$ cat src/rtl/period_counter_trig.sv
// Period counter with one-shot triggers and a lock detector.
// Counts CLK cycles between SYNC strobes and latches the completed period
// (saturating at MAX_COUNT). It raises NCH independent one-shot triggers at
// programmed offsets into each period and asserts LOCK once consecutive
// periods have stayed within LOCK_TOL cycles of each other LOCK_CNT times.
// All outputs are registered.
module period_counter_trig #(
  parameter int unsigned W         = 16,
  parameter int unsigned MAX_COUNT = 26250,
  parameter int unsigned NCH       = 2,
  parameter int unsigned LOCK_TOL  = 2,
  parameter int unsigned LOCK_CNT  = 4
) (
  input  logic             CLK,
  input  logic             RESET_N,
  input  logic             SYNC,
  input  logic [NCH*W-1:0] CMP_VAL,
  input  logic [NCH-1:0]   CMP_EN,
  output logic [W-1:0]     TOL,
  output logic             TOL_VALID,
  output logic             OVF,
  output logic [NCH-1:0]   TRIG,
  output logic             LOCK
);

  localparam logic [W-1:0] MaxCnt  = W'(MAX_COUNT);
  localparam logic [W:0]   LockTol = (W+1)'(LOCK_TOL);
  localparam logic [3:0]   LockCnt = 4'(LOCK_CNT);

  // Cycle counter and latched period
  logic [W-1:0]   cnt_q, cnt_d;
  logic [W-1:0]   tol_q, tol_d;
  logic           tol_valid_q, tol_valid_d;
  logic           ovf_q, ovf_d;

  // Trigger state
  logic [NCH-1:0] trig_q, trig_d;
  logic [NCH-1:0] fired_q, fired_d;
  logic [NCH-1:0] match;

  // Lock detector state
  logic [3:0]     stab_q, stab_d;
  logic [W-1:0]   prev_q, prev_d;
  logic           prev_valid_q, prev_valid_d;
  logic           lock_q, lock_d;

  // Set by the first SYNC; until then there is no period to measure
  logic           armed_q, armed_d;

  logic           at_max;
  logic           period_done;
  logic [W:0]     diff_raw;
  logic [W:0]     abs_diff;
  logic           stable;
  logic [3:0]     stab_inc;

  assign at_max      = (cnt_q == MaxCnt);
  assign period_done = SYNC & armed_q;

  // Cycle counter: restart at 1 on SYNC, otherwise count up and hold at MAX_COUNT
  always_comb begin
    cnt_d   = cnt_q;
    armed_d = armed_q | SYNC;
    if (SYNC) begin
      cnt_d = W'(1);
    end else if (cnt_q < MaxCnt) begin
      cnt_d = cnt_q + W'(1);
    end
  end

  // Period latch: capture the finished count on every armed SYNC
  always_comb begin
    tol_d       = tol_q;
    ovf_d       = ovf_q;
    tol_valid_d = 1'b0;
    if (period_done) begin
      tol_d       = cnt_q;
      ovf_d       = at_max;
      tol_valid_d = 1'b1;
    end
  end

  // Trigger compare: one pulse per channel per period, re-armed by SYNC
  always_comb begin
    match = '0;
    for (int unsigned i = 0; i < NCH; i++) begin
      // A zero offset is never reachable once armed; guard it explicitly anyway
      match[i] = armed_q & CMP_EN[i] & ~fired_q[i] &
                 (CMP_VAL[i*W +: W] != '0) & (cnt_q == CMP_VAL[i*W +: W]);
    end
    trig_d  = match;
    fired_d = SYNC ? '0 : (fired_q | match);
  end

  // Lock detector: compare each non-overflow period against the previous one
  always_comb begin
    // Difference is taken one bit wider so the sign survives
    diff_raw = {1'b0, cnt_q} - {1'b0, prev_q};
    abs_diff = diff_raw[W] ? (~diff_raw + (W+1)'(1)) : diff_raw;
    stable   = prev_valid_q & (abs_diff <= LockTol);
    stab_inc = (stab_q < LockCnt) ? (stab_q + 4'd1) : LockCnt;

    stab_d       = stab_q;
    prev_d       = prev_q;
    prev_valid_d = prev_valid_q;
    lock_d       = lock_q;
    if (period_done) begin
      if (at_max) begin
        // A saturated period says nothing about the real length
        stab_d       = 4'd0;
        lock_d       = 1'b0;
        prev_valid_d = 1'b0;
      end else begin
        stab_d       = stable ? stab_inc : 4'd0;
        prev_d       = cnt_q;
        prev_valid_d = 1'b1;
        lock_d       = (stab_d == LockCnt);
      end
    end
  end

  // State registers with synchronous active-low reset
  always_ff @(posedge CLK) begin
    if (!RESET_N) begin
      cnt_q        <= '0;
      tol_q        <= '0;
      tol_valid_q  <= 1'b0;
      ovf_q        <= 1'b0;
      trig_q       <= '0;
      fired_q      <= '0;
      stab_q       <= 4'd0;
      prev_q       <= '0;
      prev_valid_q <= 1'b0;
      lock_q       <= 1'b0;
      armed_q      <= 1'b0;
    end else begin
      cnt_q        <= cnt_d;
      tol_q        <= tol_d;
      tol_valid_q  <= tol_valid_d;
      ovf_q        <= ovf_d;
      trig_q       <= trig_d;
      fired_q      <= fired_d;
      stab_q       <= stab_d;
      prev_q       <= prev_d;
      prev_valid_q <= prev_valid_d;
      lock_q       <= lock_d;
      armed_q      <= armed_d;
    end
  end

  assign TOL       = tol_q;
  assign TOL_VALID = tol_valid_q;
  assign OVF       = ovf_q;
  assign TRIG      = trig_q;
  assign LOCK      = lock_q;

endmodule

$ cat config.mk
export PLATFORM = sky130hd
export DESIGN_NAME = period_counter_trig
export DESIGN_NICKNAME = d
export VERILOG_FILES = /design/src/rtl/period_counter_trig.sv
export SDC_FILE = /design/constraint.sdc
export NUM_CORES = 1
export LEC_CHECK = 0
export CORE_ASPECT_RATIO = 0.6
export CORE_MARGIN = 2
export CORE_UTILIZATION = 50
export CTS_CLUSTER_DIAMETER = 120
export DETAILED_ROUTE_END_ITERATION = 7
export PLACE_DENSITY = 0.77
export SETUP_SLACK_MARGIN = 0.4
export SYNTH_ARGS = -nofsm -noshare
export SYNTH_HDL_FRONTEND = slang
export SYNTH_SLANG_ARGS = --single-unit
export TNS_END_PERCENT = 20
$ cat constraint.sdc
create_clock -name CLK -period 3.38 [get_ports CLK]
set_input_delay 0.676 -clock CLK [delete_from_list [all_inputs] [get_ports CLK]]
set_output_delay 0.676 -clock CLK [all_outputs]
set_load 0.02 [all_outputs]
==> results.txt <==
Leakage: 2.11 nW
WL per Instance: 19.0 µm
Synth cell types: 69
Max-Cap Viols: 0
I/O Pins: 58
DRT antenna net count: 0
adder-cell area share of the yosys netlist: 6.00%
Core ar.: 0.00843 mm²
final non-filler cell total: 730
R2R Path Start: prev_q[4]
vias in the first global route: 4,323
Clk pin slew, worst setup/hold paths: 60 ps
Worst Path Arrival: 3560 ps
syn_area_per_cell: 7.95 µm²
slew margin rel.: 35.8%
FP Rows: 26
endpoints failing hold: 0
initial antenna violation count: 0
worst setup path startpoint: prev_q[4]
Port Buffer Count: 57
main combinational cell family by area after synthesis: simple AND/OR/NAND/NOR gates
Crit path depth: 12
CTS root buf: clkbuf_16
initial core utilization: 51.0%
gr usage total: 31.2%
ys async rst share: 0%
Synth area leader: dfxtp_1
residual DRC count: 0
endpoints failing setup: 0
crit-path leading delay family: compound AO/OA/AOI/OAI gates
syn_nets: 597
DRT iter0 DRCs: 413
Die H: 75.8 µm
fin crit share: 97.4%
crit path launch type: register
Crit Path Class: reg2reg
Post-synth top cells: 77 x nand2_1, 61 x dfxtp_1, 34 x nor2_1
Multi-input gate area: 0.00314 mm²
Worst Skew: 8.01 ps
Post-synth EDFFs: 0
CP endpoint: LOCK
Slew @ Worst Pin: 961 ps
Critical Path RT: 3640 ps
Clock Tree Buf Depth: 2
drt total wl: 13,900 µm
prevailing post-synth register cell: dfxtp_1
RSZ-0062 raised after global routing: true
Compound-Gate Fraction of Synth Area: 24.3%
Synth Area in Simple Gates: 25.4%
Top cell by count, worst path: a21oi_2
worst-path fanout max: 6
final count of pins violating max slew: 0
GPL Wtd Cong: 0.913
largest net degree at the start of global routing: 45
first drt pass iteration count: 5
vias per cell: 6.08
post-synthesis xor/xnor area fraction: 10.6%
sequential area share after synthesis: 28.4%
Slowest Stage Delay on Critical Path: 570 ps
Syn. warnings: 0
r2r endpoint: LOCK
worst hold path type: reg2reg
die width: 124 µm
crit end category: register
Syn Std Cell Area: 0.00429 mm²
Fillers: 677
CP Cell Sequence: inv_1 -> ha_1 -> o211a_1 -> a21bo_2 -> a21oi_2 -> o21ai_0 -> xnor2_1 -> or4_1 -> a21oi_2 -> a2111oi_4 -> nand4_1 -> a21boi_1
diodes inserted: 0
outcome: finished clean
Area Growth Syn to Fin: 33.9%
CTS tree: built
worst-case reg-to-reg path depth: 12
dpl hpwl: 9950 µm
VDD IR-drop max: 0.304 mV
sum of buffers and inverters on the critical path: 1
flops & latches, synth: 61
CP max stage cell: xnor2_1
R2R Setup Slk: 90 ps
CTS Sinks: 61
grt ovf: 0
Yosys top cell area share: 28.4%
synth top area cells: dfxtp_1 28%, nand2_1 6.7%, xnor2_1 5.7%
PwrDens: 400 mW/mm²
Layout Nets: 670
global-route wire length before repair: 22,300 µm
clk_lat worst skew: 340 ps
Inst Count DP: 703
Final Critical Period: 3290 ps
total number of vias: 4,435
total CTS buffers: 9
mux cell area share after synthesis: 0.495%
Mapped Cells: 540
Post-CTS Hold Buffers: 0
die area: 0.00937 mm²
register area: 0.00123 mm²
max frequency: 304 MHz
H-tree levels: 3
WHS: 460 ps
leading cell type by number of instances after synthesis: nand2_1
fraction of layout cells with a size suffix above 1: 19.4%
sequential cells by signal (all words and copies together), names as in the netlist:
name	count
LOCK	1
OVF	1
TOL	16
TOL_VALID	1
TRIG	2
armed_q	1
cnt_q	16
fired_q	2
prev_q	16
prev_valid_q	1
stab_q	4
power by group:
part	switching, mW	total [mW]	internal, mW	leakage (nW)
Sequential	0.00662	0.736	0.729	0.495
Combinational	0.311	0.559	0.248	1.46
Clock	0.358	1.01	0.649	0.160
worst min path at each step:
stage          startpoint          to  cells past startpoint
6_report          TOL[11]     TOL[11]                      2
5_1_grt           TOL[11]     TOL[11]                      2
4_1_cts         stab_q[1]   stab_q[1]                      2
3_5_place_dp    prev_q[9]   prev_q[9]                      2
3_3_place_gp    stab_q[1]   stab_q[1]                      2
2_1_floorplan  fired_q[0]  fired_q[0]                      2
cell usage in the layout, fill, tap and decap left out, types with 4 or more instances in the layout:
cell,Yosys,final
nand2_1,77,77
dfxtp_1,61,58
clkdlybuf4s50_1,0,57
buf_4,0,33
nor2_1,34,32
xnor2_1,28,27
o21ai_0,29,25
a21boi_0,24,24
inv_1,21,19
nand4_1,19,19
a21oi_1,24,19
xor2_1,21,19
ha_1,19,16
and2_1,13,13
nor4_1,14,11
clkbuf_16,0,9
and3_1,8,8
nor3_1,9,7
or2_2,7,7
o21a_1,7,6
nand3_1,8,6
a21oi_2,0,5
a21o_1,5,5
o21ai_1,2,5
a21boi_1,5,4
or3_1,5,4
cell type report:
cell class,count,area share [%]
Clock buffer,9,3.92
Clock inverter,7,1.70
Inverter,21,1.41
Multi-Input combinational cell,428,54.5
Sequential cell,61,21.4
Tap cell,112,2.44
Timing Repair Buffer,92,14.6
what timing repair did:
action / 4_1_cts / 5_1_grt
buffers inserted: 11 / 0
endpoints found under the setup margin: 4 / 7
pin swaps: 25 / 6
gates resized for setup: 33 / 12
tightest hold or removal path, delay by kind of cell, from the launching register on:
kind               cells  cell delay (ps)
AOI/OAI and AO/OA      1               60
and+or+nand+nor        1               40
DFF                    1              300
metal layers:
metal	up-vias	routed length [µm]	track usage [%]
met5	-	0	0
met4	0	294	8.46
met3	36	1320	10.1
met2	233	5920	49.1
met1	2099	6370	41.5
li1	2067	-	-
cell families after synthesis:
logic type,count (synthesis)
AOI/OAI and AO/OA,139
xor gates and xnor gates,50
adders and majority gates,20
buffers and inverters,51
DFF,61
muxes,2
and+or+nand+nor,217
metrics by stage:
stage	power, mW	setup WS, ps	area, µm²	setup TNS (ps)	util (%)
final	2.30	86.4	5750	0	68.2
after global placement	1.18	91.4	5140	0	61.0
after CTS	2.27	154	5700	0	67.6
after detailed placement	1.20	-188	5140	-667	61.0
after global routing	2.38	-77.8	5750	-293	68.2
after floorplan	1.05	324	4370	0	-
Note: power is estimated with default switching activity, not from simulation.
